`src/rtl/pet_pkg.sv`:
```
// pet_pkg: shared definitions for the pet needs scheduler, the menu FSM and
// the OLED needs display.
//   - act_e    : care action codes (also the action output encoding)
//   - state_e  : scheduler FSM states
//   - need thresholds and saturation ceiling
//   - pick_grant / act_need helpers
package pet_pkg;

  typedef enum logic [1:0] {
    ACT_PLAY  = 2'd0,
    ACT_EAT   = 2'd1,
    ACT_SLEEP = 2'd2,
    ACT_HEAL  = 2'd3
  } act_e;

  typedef enum logic [2:0] {
    ST_IDLE   = 3'd0,
    ST_ACTIVE = 3'd1,
    ST_UPDATE = 3'd2,
    ST_LIFE   = 3'd3,
    ST_DEAD   = 3'd4
  } state_e;

  localparam int NEED_W    = 7;
  localparam int NUM_NEEDS = 3;  // food, fun, rest; life is handled separately
  localparam int N_FOOD    = 0;
  localparam int N_FUN     = 1;
  localparam int N_REST    = 2;

  localparam logic [NEED_W-1:0] NEED_MAX   = 7'd100;
  localparam logic [NEED_W-1:0] LIFE_PLUS  = 7'd70;
  localparam logic [NEED_W-1:0] LIFE_MINUS = 7'd30;
  localparam logic [NEED_W-1:0] DISEASE_TH = 7'd20;
  localparam logic signed [8:0] NEED_MAX_S = 9'sd100;

  typedef struct packed {
    logic vld;
    act_e act;
  } grant_t;

  // Fixed priority heal > eat > sleep > play; heal only while diseased.
  // req bit order is {heal, sleep, eat, play}.
  function automatic grant_t pick_grant(input logic [3:0] req, input logic disease);
    grant_t g;
    g.vld = 1'b1;
    if (req[3] && disease) g.act = ACT_HEAL;
    else if (req[1])       g.act = ACT_EAT;
    else if (req[2])       g.act = ACT_SLEEP;
    else if (req[0])       g.act = ACT_PLAY;
    else begin
      g.vld = 1'b0;
      g.act = ACT_PLAY;
    end
    return g;
  endfunction

  // Need lane served by an action; heal serves no lane (returns 3).
  function automatic logic [1:0] act_need(input act_e a);
    case (a)
      ACT_PLAY:  return 2'(N_FUN);
      ACT_EAT:   return 2'(N_FOOD);
      ACT_SLEEP: return 2'(N_REST);
      default:   return 2'd3;
    endcase
  endfunction

endpackage

```
`src/rtl/pet_tick_gen.sv`:
```
// pet_tick_gen: free-running divider, one-cycle tick every TICK_CYCLES clocks.
//   clk   in  system clock
//   rst_n in  async active-low reset
//   tick  out high on the cycle the counter sits at TICK_CYCLES-1
module pet_tick_gen #(
  parameter int TICK_CYCLES = 5_000_000
) (
  input  logic clk,
  input  logic rst_n,
  output logic tick
);

  localparam int CW = (TICK_CYCLES > 1) ? $clog2(TICK_CYCLES) : 1;
  localparam logic [CW-1:0] LAST = CW'(TICK_CYCLES - 1);

  logic [CW-1:0] cnt;

  always_ff @(posedge clk or negedge rst_n) begin
    if (!rst_n)            cnt <= '0;
    else if (cnt == LAST)  cnt <= '0;
    else                   cnt <= cnt + 1'b1;
  end

  assign tick = (cnt == LAST);

endmodule

```
`src/rtl/pet_needs_scheduler.sv`:
```
// pet_needs_scheduler: owns the pet need registers and sequences their
// periodic update, arbitrates care actions and derives disease/death.
//   clk        in   system clock
//   btn_reset  in   async active-low reset (synchronised release)
//   req[3:0]   in   action request levels {heal,sleep,eat,play}, held until ack
//   cancel     in   one-cycle pulse, aborts the running action
//   ack[3:0]   out  one-cycle one-hot grant
//   busy       out  action active
//   action     out  active action code, valid while busy
//   food/fun/rest/life out need values 0..NEED_MAX
//   disease    out  life <= DISEASE_TH
//   death      out  life reached 0, sticky
//   tick       out  update tick pulse
//
// Timing per tick (tick seen in cycle T):
//   edge ending T   : food/fun/rest update, FSM -> UPDATE
//   edge ending T+1 : life/disease/death update, FSM -> LIFE
//   edge ending T+2 : FSM returns to IDLE/ACTIVE or enters DEAD
// TICK_CYCLES must be >= 3 so a tick never lands inside UPDATE/LIFE.
module pet_needs_scheduler
  import pet_pkg::*;
#(
  parameter int TICK_CYCLES  = 5_000_000,
  parameter int DECAY_TICKS  = 1,
  parameter int ACTION_TICKS = 20,
  parameter int ACTION_GAIN  = 2,
  parameter int HEAL_GAIN    = 5
) (
  input  logic              clk,
  input  logic              btn_reset,
  input  logic [3:0]        req,
  input  logic              cancel,
  output logic [3:0]        ack,
  output logic              busy,
  output logic [1:0]        action,
  output logic [NEED_W-1:0] food,
  output logic [NEED_W-1:0] fun,
  output logic [NEED_W-1:0] rest,
  output logic [NEED_W-1:0] life,
  output logic              disease,
  output logic              death,
  output logic              tick
);

  localparam int DCW    = $clog2(DECAY_TICKS + 1);
  localparam int ACW    = $clog2(ACTION_TICKS + 1);
  localparam int GAIN_W = NEED_W + 1;
  localparam logic [GAIN_W-1:0] GAIN   = GAIN_W'(ACTION_GAIN);
  localparam logic signed [8:0] HEAL_D = 9'(HEAL_GAIN);
  localparam logic [ACW-1:0]    ACT_N  = ACW'(ACTION_TICKS);

  // reset: async assert, release synchronised to clk
  logic [1:0] rst_sync;
  logic       rst_n;

  always_ff @(posedge clk or negedge btn_reset) begin
    if (!btn_reset) rst_sync <= 2'b00;
    else            rst_sync <= {rst_sync[0], 1'b1};
  end
  assign rst_n = rst_sync[1];

  pet_tick_gen #(.TICK_CYCLES(TICK_CYCLES)) u_tick (
    .clk  (clk),
    .rst_n(rst_n),
    .tick (tick)
  );

  state_e                               state_q, state_d;
  logic [NUM_NEEDS-1:0][NEED_W-1:0]     needs_q;
  logic [NEED_W-1:0]                    life_q, life_new;
  logic                                 busy_q, busy_d;
  act_e                                 act_q;
  logic [3:0]                           ack_q;
  logic                                 disease_q, death_q, cancel_lat_q;
  logic [ACW-1:0]                       act_cnt_q;
  grant_t                               grant;
  logic                                 do_grant, do_update, do_life, end_act;
  logic signed [8:0]                    delta, life_sum;

  assign grant     = pick_grant(req, disease_q);
  assign do_grant  = (state_q == ST_IDLE) && !tick && grant.vld;
  assign do_update = tick && ((state_q == ST_IDLE) || (state_q == ST_ACTIVE));
  assign do_life   = (state_q == ST_UPDATE);
  // a cancel arriving in LIFE itself is honoured on the same return
  assign end_act   = cancel_lat_q || cancel || (act_cnt_q >= ACT_N);

  always_comb begin
    state_d = state_q;
    case (state_q)
      ST_IDLE:   if (tick) state_d = ST_UPDATE;
                 else if (grant.vld) state_d = ST_ACTIVE;
      ST_ACTIVE: if (tick) state_d = ST_UPDATE;
                 else if (cancel) state_d = ST_IDLE;
      ST_UPDATE: state_d = ST_LIFE;
      ST_LIFE:   if (life_q == '0) state_d = ST_DEAD;
                 else if (busy_q && !end_act) state_d = ST_ACTIVE;
                 else state_d = ST_IDLE;
      ST_DEAD:   state_d = ST_DEAD;
      default:   state_d = ST_IDLE;
    endcase
  end

  // busy spans the UPDATE/LIFE detour of an action
  assign busy_d = (state_d == ST_ACTIVE) ||
                  (busy_q && ((state_d == ST_UPDATE) || (state_d == ST_LIFE)));

  always_ff @(posedge clk or negedge rst_n) begin
    if (!rst_n) begin
      state_q      <= ST_IDLE;
      busy_q       <= 1'b0;
      act_q        <= ACT_PLAY;
      ack_q        <= '0;
      act_cnt_q    <= '0;
      cancel_lat_q <= 1'b0;
    end else begin
      state_q <= state_d;
      busy_q  <= busy_d;
      ack_q   <= do_grant ? (4'b0001 << grant.act) : 4'b0000;
      if (do_grant) act_q <= grant.act;
      if (do_grant)                 act_cnt_q <= '0;
      else if (do_update && busy_q) act_cnt_q <= act_cnt_q + 1'b1;
      // cancel that collides with the tick detour is held until the return
      if (state_q == ST_LIFE)
        cancel_lat_q <= 1'b0;
      else if (cancel && ((state_q == ST_UPDATE) || (state_q == ST_ACTIVE && tick)))
        cancel_lat_q <= 1'b1;
    end
  end

  // food/fun/rest lanes
  for (genvar g = 0; g < NUM_NEEDS; g++) begin : g_need
    logic [NEED_W-1:0] need_r;
    logic [DCW-1:0]    dcnt_r;
    logic [GAIN_W-1:0] sum;
    logic              serve;

    assign serve = busy_q && (act_need(act_q) == 2'(g));
    assign sum   = {1'b0, need_r} + GAIN;

    always_ff @(posedge clk or negedge rst_n) begin
      if (!rst_n) begin
        need_r <= NEED_MAX;
        dcnt_r <= '0;
      end else if (do_update) begin
        if (serve) begin
          need_r <= (sum > {1'b0, NEED_MAX}) ? NEED_MAX : sum[NEED_W-1:0];
          dcnt_r <= '0;
        end else if (dcnt_r == DCW'(DECAY_TICKS - 1)) begin
          need_r <= (need_r == '0) ? '0 : need_r - 1'b1;
          dcnt_r <= '0;
        end else begin
          dcnt_r <= dcnt_r + 1'b1;
        end
      end
    end

    assign needs_q[g] = need_r;
  end

  // life step from the post-update need values
  always_comb begin
    delta = 9'sd0;
    for (int i = 0; i < NUM_NEEDS; i++) begin
      if (needs_q[i] >= LIFE_PLUS)  delta = delta + 9'sd1;
      if (needs_q[i] <= LIFE_MINUS) delta = delta - 9'sd1;
    end
    if (busy_q && (act_q == ACT_HEAL)) delta = delta + HEAL_D;
    life_sum = $signed({2'b00, life_q}) + delta;
    if (life_sum[8])               life_new = '0;
    else if (life_sum > NEED_MAX_S) life_new = NEED_MAX;
    else                           life_new = life_sum[NEED_W-1:0];
  end

  always_ff @(posedge clk or negedge rst_n) begin
    if (!rst_n) begin
      life_q    <= NEED_MAX;
      disease_q <= 1'b0;
      death_q   <= 1'b0;
    end else if (do_life) begin
      life_q    <= life_new;
      disease_q <= (life_new <= DISEASE_TH);
      death_q   <= death_q | (life_new == '0);
    end
  end

  assign ack     = ack_q;
  assign busy    = busy_q;
  assign action  = act_q;
  assign food    = needs_q[N_FOOD];
  assign fun     = needs_q[N_FUN];
  assign rest    = needs_q[N_REST];
  assign life    = life_q;
  assign disease = disease_q;
  assign death   = death_q;

endmodule

```
`config.mk`:
```
export PLATFORM = sky130hd
export DESIGN_NAME = pet_needs_scheduler
export DESIGN_NICKNAME = d
export VERILOG_FILES = /design/src/rtl/pet_pkg.sv /design/src/rtl/pet_tick_gen.sv /design/src/rtl/pet_needs_scheduler.sv
export SDC_FILE = /design/constraint.sdc
export NUM_CORES = 1
export LEC_CHECK = 0
export CAP_MARGIN = 40
export CORE_UTILIZATION = 60
export DETAILED_ROUTE_END_ITERATION = 6
export PLACE_DENSITY = 0.82
export SYNTH_ARGS = -nofsm -noshare
export SYNTH_HDL_FRONTEND = slang
export SYNTH_SLANG_ARGS = --single-unit
```
`constraint.sdc`:
```
create_clock -name clk -period 3.1 [get_ports clk]
set_input_delay 0.62 -clock clk [delete_from_list [all_inputs] [get_ports clk]]
set_output_delay 0.62 -clock clk [all_outputs]
set_load 0.02 [all_outputs]
```
Word level (Yosys, flattened, before mapping)

Cells that the tools add are included.

Word-level logic and storage cells: 147
Input bits: 7
Flip-flop bits (word level): 74

$lt $le $gt $ge: 12
Add/sub/neg operators: 18
Equality and inequality tests: 16
Bitwise operators: 1
Mux-type cells: 48
Shifts and indexed selects: 1
Reduce and logical (&&, ||, !) cells: 34

Operators by type and width:

| cell                                                            | count |
|---|---|
| two-way mux 7 bit                                               | 14 |
| two-way mux 9 bit                                               | 6 |
| zero test 7 bit                                                 | 5 |
| less-or-equal comparator 7 x 5 -> 1 bit (second input constant) | 4 |
| subtractor 9 x 2 -> 9 bit (second input constant)               | 3 |
| adder 7 x 2 -> 8 bit (second input constant)                    | 3 |
| greater-than comparator 8 x 7 -> 1 bit (second input constant)  | 3 |
| adder 23 x 1 -> 23 bit (second input constant)                  | 1 |
| equality test 23 bit (second input constant)                    | 1 |
| two-way mux 23 bit                                              | 1 |
| greater-or-equal comparator 7 bit (second input constant)       | 3 |
| subtractor 7 x 1 -> 7 bit (second input constant)               | 3 |
| adder 9 x 2 -> 9 bit (second input constant)                    | 2 |
| two-way mux 3 bit                                               | 5 |
| case mux 3 bit (5 select lines)                                 | 1 |
| two-way mux 1 bit                                               | 14 |
| logical AND 1 bit                                               | 13 |
| equality test 3 x 2 -> 1 bit (second input constant)            | 4 |
| two-way mux 5 bit                                               | 2 |
| adder 8 x 9 -> 9 bit                                            | 1 |
| adder 9 x 4 -> 9 bit (second input constant)                    | 1 |
| greater-than comparator 9 x 8 -> 1 bit (second input constant)  | 1 |
| equality test 2 bit (second input constant)                     | 3 |
| equality test 3 x 1 -> 1 bit (second input constant)            | 2 |
| 17 further kinds                                                | 34 |

Depth between registers and ports, before layout

Gate-level depths: netlist of the first run.

Word-level depth: 20
Depth in mapped cells: 27

By module

Synthesis of the first run repeated with hierarchy kept, for this count alone.

Cells, all modules: 604
Area, all modules: 5290.1 µm²

By module, submodules not included:

| module              | times used | area each (µm²) | cells each |
|---|---|---|---|
| pet_needs_scheduler | 1          | 4130.2          | 497 |
| pet_tick_gen        | 1          | 1159.9          | 107 |

Least setup slack after synthesis of the first run

OpenSTA, ideal clock, no wires.

Kind: reg-to-reg
Start point: register g_need[0].need_r[1], in the netlist food[1]
End point: register disease_q, in the netlist disease
Setup slack: -2.799 ns
Required time: 2.965 ns
Arrival time: 5.764 ns
Buffers on the path: 2
Cell stages (with the launch flop): 27
Period minus slack after synthesis: 5.899 ns
Cell sequence: dfrtp_1 ha_1 and3_1 clkbuf_1 a211o_1 inv_1 fa_1 clkbuf_1 xnor2_1 inv_1 ha_1 mux2i_1 ha_1 a2bb2oi_1 nand2_1 ha_1 o21ai_0 o21ai_1 inv_1 or2_2 ha_1 nand2_1 o21ai_1 a21oi_1 or3b_1 a32oi_2 a22oi_1

Cells in the longest elaborated chain, start to end: 19

RTL lines:

| element                                   | line                       | source |
|---|---|---|
| from (decl)                               | pet_needs_scheduler.sv:132 | `logic [NEED_W-1:0] need_r;` |
| from (signal assigned)                    | pet_needs_scheduler.sv:146 | `need_r <= (sum > {1'b0, NEED_MAX}) ? NEED_MAX : sum[NEED_W-1:0];` |
| from (signal assigned)                    | pet_needs_scheduler.sv:149 | `need_r <= (need_r == '0) ? '0 : need_r - 1'b1;` |
| greater-or-equal comparator 7 bit         | pet_needs_scheduler.sv:164 | `if (needs_q[i] >= LIFE_PLUS) delta = delta + 9'sd1;` |
| two-way mux 1 bit                         | pet_needs_scheduler.sv:164 |  |
| subtractor 9 x 2 -> 9 bit                 | pet_needs_scheduler.sv:165 | `if (needs_q[i] <= LIFE_MINUS) delta = delta - 9'sd1;` |
| two-way mux 9 bit *                       | pet_needs_scheduler.sv:165 |  |
| adder 9 x 2 -> 9 bit                      | pet_needs_scheduler.sv:164 |  |
| two-way mux 9 bit *                       | pet_needs_scheduler.sv:164 |  |
| subtractor 9 x 2 -> 9 bit                 | pet_needs_scheduler.sv:165 |  |
| two-way mux 9 bit *                       | pet_needs_scheduler.sv:165 |  |
| (+3 left out)                             | n/a                        |  |
| two-way mux 9 bit *                       | pet_needs_scheduler.sv:165 |  |
| adder 9 x 4 -> 9 bit                      | pet_needs_scheduler.sv:167 | `if (busy_q && (act_q == ACT_HEAL)) delta = delta + HEAL_D;` |
| two-way mux 9 bit *                       | pet_needs_scheduler.sv:167 |  |
| adder 8 x 9 -> 9 bit *                    | pet_needs_scheduler.sv:168 | `life_sum = $signed({2'b00, life_q}) + delta;` |
| greater-than comparator 9 x 8 -> 1 bit    | pet_needs_scheduler.sv:170 | `else if (life_sum > NEED_MAX_S) life_new = NEED_MAX;` |
| two-way mux 7 bit                         | pet_needs_scheduler.sv:170 |  |
| two-way mux 7 bit *                       | pet_needs_scheduler.sv:169 | `if (life_sum[8]) life_new = '0;` |
| less-or-equal comparator 7 x 5 -> 1 bit * | pet_needs_scheduler.sv:181 | `disease_q <= (life_new <= DISEASE_TH);` |
| to (signal assigned)                      | pet_needs_scheduler.sv:181 |  |
| to (decl)                                 | pet_needs_scheduler.sv:74  | `logic disease_q, death_q, cancel_lat_q;` |

Every way passes the cells marked *; elsewhere a longest branch is shown, timed or not.
A chain may end at the register's enable or synchronous reset.

Final worst setup path of the first run

Start point: register g_need[0].need_r[2], in the netlist food[2]
End point: register life_q[3], in the netlist life[3]

Cells in the longest elaborated chain, start to end: 18

RTL lines:

| element                                | line                       | source |
|---|---|---|
| greater-or-equal comparator 7 bit      | pet_needs_scheduler.sv:164 |  |
| two-way mux 1 bit                      | pet_needs_scheduler.sv:164 |  |
| subtractor 9 x 2 -> 9 bit              | pet_needs_scheduler.sv:165 |  |
| two-way mux 9 bit *                    | pet_needs_scheduler.sv:165 |  |
| adder 9 x 2 -> 9 bit                   | pet_needs_scheduler.sv:164 |  |
| two-way mux 9 bit *                    | pet_needs_scheduler.sv:164 |  |
| subtractor 9 x 2 -> 9 bit              | pet_needs_scheduler.sv:165 |  |
| two-way mux 9 bit *                    | pet_needs_scheduler.sv:165 |  |
| (+2 left out)                          | n/a                        |  |
| subtractor 9 x 2 -> 9 bit              | pet_needs_scheduler.sv:165 |  |
| two-way mux 9 bit *                    | pet_needs_scheduler.sv:165 |  |
| adder 9 x 4 -> 9 bit                   | pet_needs_scheduler.sv:167 |  |
| two-way mux 9 bit *                    | pet_needs_scheduler.sv:167 |  |
| adder 8 x 9 -> 9 bit *                 | pet_needs_scheduler.sv:168 |  |
| greater-than comparator 9 x 8 -> 1 bit | pet_needs_scheduler.sv:170 |  |
| two-way mux 7 bit                      | pet_needs_scheduler.sv:170 |  |
| two-way mux 7 bit *                    | pet_needs_scheduler.sv:169 |  |
| to (signal assigned)                   | pet_needs_scheduler.sv:180 | `life_q <= life_new;` |
| to (decl)                              | pet_needs_scheduler.sv:70  | `logic [NEED_W-1:0] life_q, life_new;` |

Marked as above.

==> results of run 1 <==
==> metal layers <==
layer | vias to the layer above | track usage, %
li1 | 2380 | -
met1 | 2626 | 39.27
met2 | 339 | 63.89
met3 | 96 | 4.911
met4 | 0 | 18.85
met5 | - | 0
==> cell type report <==
cell class                      instances  area, µm²
Timing Repair Buffer                  158       1326
Sequential cell                        71       1794
Fill cell                             420       1101
Clock inverter                          7      120.1
Tap cell                              105      131.4
Clock buffer                            9      123.9
Multi-Input combinational cell        457       3541
Inverter                               32      120.1
==> how the worst max path moves through the flow <==
stage / start / endpoint / slack, ps
global route: food[2]$_DFFE_PN1P_ / life[3]$_DFFE_PN0N_ / -2610
global placement: food[2]$_DFFE_PN1P_ / disease$_DFFE_PN0N_ / -1960
detailed placement: food[2]$_DFFE_PN1P_ / disease$_DFFE_PN0N_ / -2250
floorplan: food[1]$_DFFE_PN0P_ / life[3]$_DFFE_PN0N_ / -2230
CTS: food[1]$_DFFE_PN0P_ / disease$_DFFE_PN0N_ / -2220
finish: food[2]$_DFFE_PN1P_ / life[3]$_DFFE_PN0N_ / -2440
==> synthesized netlist by cell type (3+ instances only) <==
| cell type | count | area (µm²) |
|---|---|---|
| nand2b_1 | 6 | 37.54 |
| xor2_1 | 17 | 148.9 |
| ha_1 | 32 | 400.4 |
| nor4b_1 | 4 | 35.03 |
| a21boi_0 | 3 | 22.52 |
| clkbuf_1 | 16 | 60.06 |
| o22ai_1 | 7 | 43.79 |
| a21oi_1 | 23 | 115.1 |
| o21ai_0 | 51 | 255.2 |
| nor2_1 | 54 | 202.7 |
| dfrtp_1 | 59 | 1476 |
| a311o_1 | 3 | 30.03 |
| xnor2_1 | 22 | 192.7 |
| o21a_1 | 4 | 30.03 |
| nand2_1 | 56 | 210.2 |
| or2_2 | 4 | 25.02 |
| inv_1 | 32 | 120.1 |
| nand4_1 | 12 | 75.07 |
| nor3b_1 | 5 | 37.54 |
| nand3_1 | 17 | 85.08 |
| a31oi_1 | 5 | 31.28 |
| nor2b_1 | 7 | 43.79 |
| dfstp_2 | 12 | 315.3 |
| nor3_1 | 6 | 30.03 |
| a22oi_1 | 6 | 45.04 |
| nand3b_1 | 4 | 30.03 |
| a311oi_1 | 4 | 35.03 |
| buf_2 | 4 | 20.02 |
| o41ai_1 | 3 | 26.28 |
| a211oi_1 | 3 | 22.52 |
| a21o_1 | 5 | 37.54 |
| o221ai_1 | 5 | 43.79 |
| or3_1 | 5 | 31.28 |
| o21ai_1 | 7 | 35.03 |
| and2_1 | 3 | 18.77 |
| and3_1 | 16 | 100.1 |
==> worst reg2reg max path, cell delays in order (launching register included) <==
cell and delay (ps):
dfstp_2 560, ha_4 130, and3_4 190, a211o_1 200, inv_2 70, fa_2 540
buf_6 150, nand3b_1 210, ha_4 320, or3_4 120, a211oi_2 40, a311o_1 360
or2_4 270, xnor2_4 260, nor3_1 100, or2_4 270, ha_4 290, nand2_4 60
o21ai_4 180, buf_6 120, nand2_4 50, a221oi_4 320, xnor2_2 190, nand3b_4 240
o31ai_2 210
==> cells by family (layout without fill, tap and decap cells) <==
kind of cell	count (synthesis)	in the layout
buffers and inverters	55	206
DFF	71	71
adders and majority gates	34	34
and+or+nand+nor	220	220
other	1	1
xor gates and xnor gates	41	41
muxes	3	3
AOI/OAI and AO/OA	158	158
==> through the flow <==
step	power (W)	worst slack [ps]	hold WS, ps
3_5_place_dp	0.001581	-2245	267.3
6_report	0.002611	-2443	257.1
3_3_place_gp	0.001560	-1963	262.1
5_1_grt	0.002701	-2606	304.0
4_1_cts	0.002526	-2224	274.1
2_1_floorplan	0.001345	-2227	324.4
==> power breakdown <==
part / internal (W) / total, W / leakage, nW / switching [W]
clock: 0.000537 / 0.000947 / 0.120 / 0.000409
sequential: 0.000963 / 0.00102 / 0.889 / 0.0000525
combinational: 0.000272 / 0.000648 / 2.21 / 0.000376
total: 0.00177 / 0.00261 / 3.22 / 0.000838
==> timing repair <==
action,4_1_cts,5_1_grt
buffers inserted,6,11
setup endpoints to repair,10,10
pin swaps,29,29
gates resized for setup,14,32
==> state kept, by name (all words and copies together) (netlist names), 3 cells and up <==
name,cells
ack,4
rest,7
food,7
fun,7
u_tick.cnt,23
act_cnt_q,5
life,7
state_q,3
==> summary.txt, run 1 <==
STA
  – Final Hold Fails: 0
  – Fin Clk Skew: 22.34 ps
  – Final min period: 5543 ps
  – RSZ-0062 raised after global routing: yes
  – Final setup fails: 9
  – Pins Over Slew Limit: 0
  – Worst Tran Pin Value: 787.2 ps
  – Ratio of final minimum period to clock period: 178.8%
  – Worst slew margin: 47.40%
  – Final setup margin: -2443 ps
  – Setup TNS: -21490 ps
  – Fmax: 180.4 MHz

Detailed routing
  – DR iter-0 viols: 396
  – Met3 WL: 1.141 mm
  – Vias per inst: 6.485
  – Wire length on met2: 8.773 mm
  – Total Routed Length: 17.18 mm
  – DR top layer: met4
  – Wire length on met1: 6.398 mm
  – Drt pass-1 iters: 6
  – DR vias: 5441
  – Wire length per cell: 20.48 µm
  – Post-route ant nets: 0
  – DRC Markers: 0

Logic synthesis
  – Largest family of logic cells by synthesized area: simple AND/OR/NAND/NOR gates
  – Post-synth EDFFs: 0
  – Syn Inst Count: 583
  – Top_reg_cell synth: dfrtp_1
  – Adder-cell share of the synthesized area: 8.598%
  – Asr flop ratio synth: 100.0%
  – #FFs+latches synth: 71
  – Register area share after synthesis: 34.98%
  – Synth Area in Compound Gates: 21.47%
  – Syn_area_per_cell: 8.786 µm²
  – XOR/XNOR share of the synthesized area: 7.303%
  – Yosys cell types: 82
  – Synth warnings: 0
  – Post-synthesis simple-gate area fraction: 22.47%
  – Synth Cell Area: 0.005122 mm²
  – Multiplexer share of the synthesized area: 0.6106%
  – Post-Synthesis Net Count: 624

Clock network
  – Worst-skew pair later-pin latency: 370 ps
  – Root Driver: clkbuf_8
  – Post-cts hold buffer count: 0
  – Clk sinks: 71
  – Register clock-pin slew on the reported worst setup and hold paths: 100 ps
  – CTS buffer count: 9
  – CTS tree: yes
  – H-tree Lvls: 3
  – Clk buf depth: 2

Worst setup path
  – Worst setup SP type: flop
  – Most frequent CP cell: ha_4
  – Reg-to-reg endpoint: life[3]$_DFFE_PN0N_
  – Crit-path leading delay family: simple AND/OR/NAND/NOR gates
  – Crit Path Max Fanout: 5
  – Path depth of the worst reg2reg path: 24
  – WP data required: 3380 ps
  – Crit-path cells: ha_4, and3_4, a211o_1, inv_2, fa_2, buf_6, nand3b_1, ha_4, or3_4, a211oi_2, a311o_1, or2_4, xnor2_4, nor3_1, or2_4, ha_4, nand2_4, o21ai_4, buf_6, nand2_4, a221oi_4, xnor2_2, nand3b_4, o31ai_2
  – Critical path buffers and inverters: 3
  – Crit path DAT: 5830 ps
  – Crit end category: flop
  – WP depth: 24
  – Largest stage delay on the critical path: 560 ps
  – CP max-delay cell: dfstp_2
  – Crit path kind: reg -> reg
  – Reg-to-reg setup timing slack: -2440 ps
  – Reg-to-Reg Start: food[2]$_DFFE_PN1P_

Die
  – Die boundary height: 94.40 µm
  – Initial Util: 62.03%
  – Core area: 0.008258 mm²
  – Rows: 33
  – I/O pins: 45
  – Die width: 94.40 µm
  – Die area: 0.008910 mm²

Finish
  – Post-route insts no fill: 839
  – Most frequent cells in the layout: buf_4 (109), dfrtp_1 (57), nand2_1 (53)
  – Fin nets: 770
  – Share of cells above drive strength 1: 30.65%
  – Final Instance Area: 0.007157 mm²
  – Post-layout util: 86.67%
  – Most common cell after layout, fill and taps aside: buf_4
  – Area grow syn2layout: 39.72%
  – Antenna diode count: 0

Worst hold path
  – HP Class: reg -> async

Power and ir drop
  – P per Cell Area: 364.8 mW/mm²
  – P_leak: 3.222 nW
  – VDD IR max: 0.2610 mV

Outcome
  – Status: complete, but fails checks
  – Failing checks: negative setup slack

GRT
  – Largest net degree at the start of global routing: 36
  – Antenna violations before repair: 0
  – Vias in the first global route: 5160
  – All-layer global routing usage: 35.06%
  – First-pass GRT wire length: 24.31 mm
  – GRT overflow: 0

Place
  – Placed standard-cell area: 0.006505 mm²
  – Post-DP HPWL: 9.734 mm
  – Global placement routability congestion: 0.8794
  – Inst Count DP: 806
  – I/O Buffers: 44

Flow run
  – Maxcap violations: 0
No activity file was read; power rests on OpenSTA's default activity.
==> run 2: changes to the inputs <==
--- a/config.mk
+++ b/config.mk
@@ -11,4 +11,5 @@
 export PLACE_DENSITY = 0.82
 export SYNTH_ARGS = -nofsm -noshare
 export SYNTH_HDL_FRONTEND = slang
+export SYNTH_HIERARCHICAL = 1
 export SYNTH_SLANG_ARGS = --single-unit
==> run 2 against run 1 <==
  * The run still ends with negative setup slack left
  * Non-clock buffer count rose by 7
  * Setup slack got worse by 380 ps
  * Via count rose by 8.6%
  * Total power rose by 42%
  * Area after synthesis rose by 3.3%
  * Utilization rose by 0.82 points
  * Synthesized cell count rose by 3.6%
  * Flip-flop and latch count did not move
  * Combinational power rose to 2.6 times the previous value
  * Critical endpoint is now disease$_DFFE_PN0N_
==> summary.txt, run 2 <==
Outcome
  – Status: complete, but fails checks
  – Failing checks: negative setup slack

Place
  – Global placement routability congestion: 0.9419
  – Inst Count DP: 826
  – I/O Buffers: 44
  – Post-DP HPWL: 10.42 mm

Clock network
  – Register clock-pin slew on the reported worst setup and hold paths: 90 ps
  – Root Driver: clkbuf_8
  – Post-cts hold buffer count: 0
  – CTS tree: yes
  – Clk buf depth: 2
  – Worst-skew pair later-pin latency: 360 ps
  – CTS buffer count: 9
  – H-tree Lvls: 3
  – Clk sinks: 71

Detailed routing
  – DR vias: 5908
  – Wire length per cell: 22.24 µm
  – Drt pass-1 iters: 5
  – Total Routed Length: 19.21 mm
  – Vias per inst: 6.838
  – Post-route ant nets: 0
  – DRC Markers: 0
  – DR iter-0 viols: 726

Finish
  – Max FFs per register: 23
  – Share of cells above drive strength 1: 30.61%
  – Most common cell after layout, fill and taps aside: buf_4
  – Area grow syn2layout: 38.62%
  – Fin nets: 796
  – Most frequent cells in the layout: buf_4 (117), dfrtp_1 (57), nor2_1 (54)
  – Biggest register: u_tick/cnt
  – Post-route insts no fill: 864

Logic synthesis
  – Yosys cell types: 90
  – Post-synth top cells: nor2_1 (60), dfrtp_1 (59), nand2_1 (53)
  – Most frequent cell after synthesis: nor2_1
  – Top_reg_cell synth: dfrtp_1
  – Register area share after synthesis: 33.87%
  – Syn_area_per_cell: 8.758 µm²
  – Syn Inst Count: 604
  – Synth area leaders: dfrtp_1 (28%), ha_1 (8.0%), dfstp_2 (6.0%)
  – #FFs+latches synth: 71
  – Synth warnings: 6
  – Post-synth EDFFs: 0
  – Area leader, netlist: dfrtp_1
  – Synth Cell Area: 0.005290 mm²
  – Yosys top cell area share: 27.91%
  – Post-Synthesis Net Count: 647
  – Asr flop ratio synth: 100.0%

STA
  – Pins Over Slew Limit: 0
  – Final setup margin: -2824 ps
  – Final setup fails: 9
  – Worst hold slack: 379.2 ps
  – RSZ-0062 raised after global routing: yes
  – Worst slew margin: 36.28%
  – Fin Clk Skew: 13.07 ps
  – Final min period: 5924 ps
  – Worst Tran Pin Value: 955.8 ps
  – Final Hold Fails: 0
  – Ratio of final minimum period to clock period: 191.1%
  – Fmax: 168.8 MHz

Die
  – Die area: 0.009196 mm²
  – Initial Util: 63.11%
  – Core area: 0.008382 mm²
  – Die boundary height: 95.90 µm
  – I/O pins: 45
  – Die width: 95.90 µm
  – Rows: 33

Power and ir drop
  – P per Cell Area: 506.3 mW/mm²
  – P_leak: 3.237 nW
  – VDD IR max: 0.4274 mV

Worst setup path
  – WP data required: 3340 ps
  – Crit Path Max Fanout: 3
  – Crit end category: flop
  – Path depth of the worst reg2reg path: 25
  – Critical Path Source: food[1]$_DFFE_PN0P_
  – Reg-to-Reg Start: food[1]$_DFFE_PN0P_
  – Crit path kind: reg -> reg
  – Reg-to-reg endpoint: disease$_DFFE_PN0N_
  – CP Capture Point: disease$_DFFE_PN0N_
  – Reg-to-reg setup timing slack: -2820 ps
  – Worst setup SP type: flop
  – Crit path DAT: 6160 ps

GRT
  – Largest net degree at the start of global routing: 70
  – Antenna violations before repair: 1
  – Vias in the first global route: 5310
  – First-pass GRT wire length: 25.34 mm
  – All-layer global routing usage: 35.72%
  – GRT overflow: 0

Flow run
  – Maxcap violations: 0

Worst hold path
  – HP Class: reg -> reg
==> run 2: critical path, stage by stage, from the launching register on <==
cell and delay [ps]:
dfrtp_2 430, ha_4 170, and3_4 180, a211o_1 330, inv_2 100, fa_2 490
xor2_4 190, ha_4 320, nor2_4 40, a41o_1 270, ha_4 190, a32oi_4 270
a21boi_4 270, o21ai_2 110, o21a_1 150, xnor2_1 200, ha_2 330, nor2_2 140
a21oi_4 50, and3_4 200, o21ai_4 170, nand2b_1 170, a21oi_2 310, or2_4 210
o211ai_4 90, o41a_1 430
==> run 2: cells by family after synthesis <==
| kind of cell | after synthesis | synth area share, % |
|---|---|---|
| AO/OA/AOI/OAI | 150 | 20.32 |
| XOR/XNOR | 42 | 7.356 |
| adder cells (fa/ha/maj) | 36 | 8.799 |
| buffers and inverters | 64 | 5.038 |
| flip-flops | 71 | 33.87 |
| multiplexers | 4 | 0.8750 |
| other | 1 | 0.07089 |
| AND/OR/NAND/NOR | 236 | 23.68 |
==> run 2: what timing repair did <==
action | CTS | global route
gates resized for setup | 26 | 30
setup buffers | 12 | 10
setup endpoints to repair | 9 | 10
pin swaps | 12 | 24
==> run 2: through the flow <==
step | setup TNS, ps | area (µm²) | worst slack (ps) | power, W | util (%)
floorplan | -20880 | 5411 | -2465 | 0.001822 | -
global placement | -18660 | 6603 | -2215 | 0.002346 | 78.77
detailed placement | -20850 | 6603 | -2483 | 0.002405 | 78.77
CTS | -20000 | 7088 | -2274 | 0.003460 | 84.56
global route | -26220 | 7333 | -2998 | 0.003837 | 87.49
finish | -24600 | 7333 | -2824 | 0.003713 | 87.49
==> run 2: report_power, final <==
part / leakage [nW] / total (W) / internal, W / switching [W]
logic: 2.22 / 0.00170 / 0.000753 / 0.000947
registers: 0.889 / 0.00106 / 0.000987 / 0.0000682
clock network: 0.126 / 0.000957 / 0.000548 / 0.000410
total: 3.24 / 0.00371 / 0.00229 / 0.00143
==> run 2: cell type report <==
class,count,area (µm²)
fill,390,1049
inverter,37,141.4
clock buffer,9,123.9
timing repair buffer,165,1366
clock inverter,7,127.6
tap,105,131.4
antenna,1,2.502
multi-input combinational,469,3646
sequential,71,1794
==> run 2: worst min-delay path by stage <==
stage	from	slack (ps)	cells past startpoint	end
after floorplan	btn_reset	320	0	rst_sync[0]$_DFF_PN0_
after global placement	rst_sync[0]$_DFF_PN0_	340	0	rst_sync[1]$_DFF_PN0_
after detailed placement	rst_sync[0]$_DFF_PN0_	360	0	rst_sync[1]$_DFF_PN0_
after CTS	rst_sync[0]$_DFF_PN0_	380	0	rst_sync[1]$_DFF_PN0_
after global routing	rst_sync[0]$_DFF_PN0_	380	0	rst_sync[1]$_DFF_PN0_
final	rst_sync[0]$_DFF_PN0_	380	0	rst_sync[1]$_DFF_PN0_
==> run 2: layer usage <==
layer	vias up	global-route usage (%)	routed length (µm)
met5	-	0	0
met4	0	14.18	1262
met3	141	5.924	1622
met2	471	63.39	9281
met1	2819	43.01	7046
li1	2477	-	-
==> run 3: changes to the inputs <==
--- a/config.mk
+++ b/config.mk
@@ -5,7 +5,7 @@
 export SDC_FILE = /design/constraint.sdc
 export NUM_CORES = 1
 export LEC_CHECK = 0
-export CAP_MARGIN = 40
+export CAP_MARGIN = 20
 export CORE_UTILIZATION = 60
 export DETAILED_ROUTE_END_ITERATION = 6
 export PLACE_DENSITY = 0.82
==> results of run 3 <==
Final layout, timing and power as in run 2 (identical DEF).
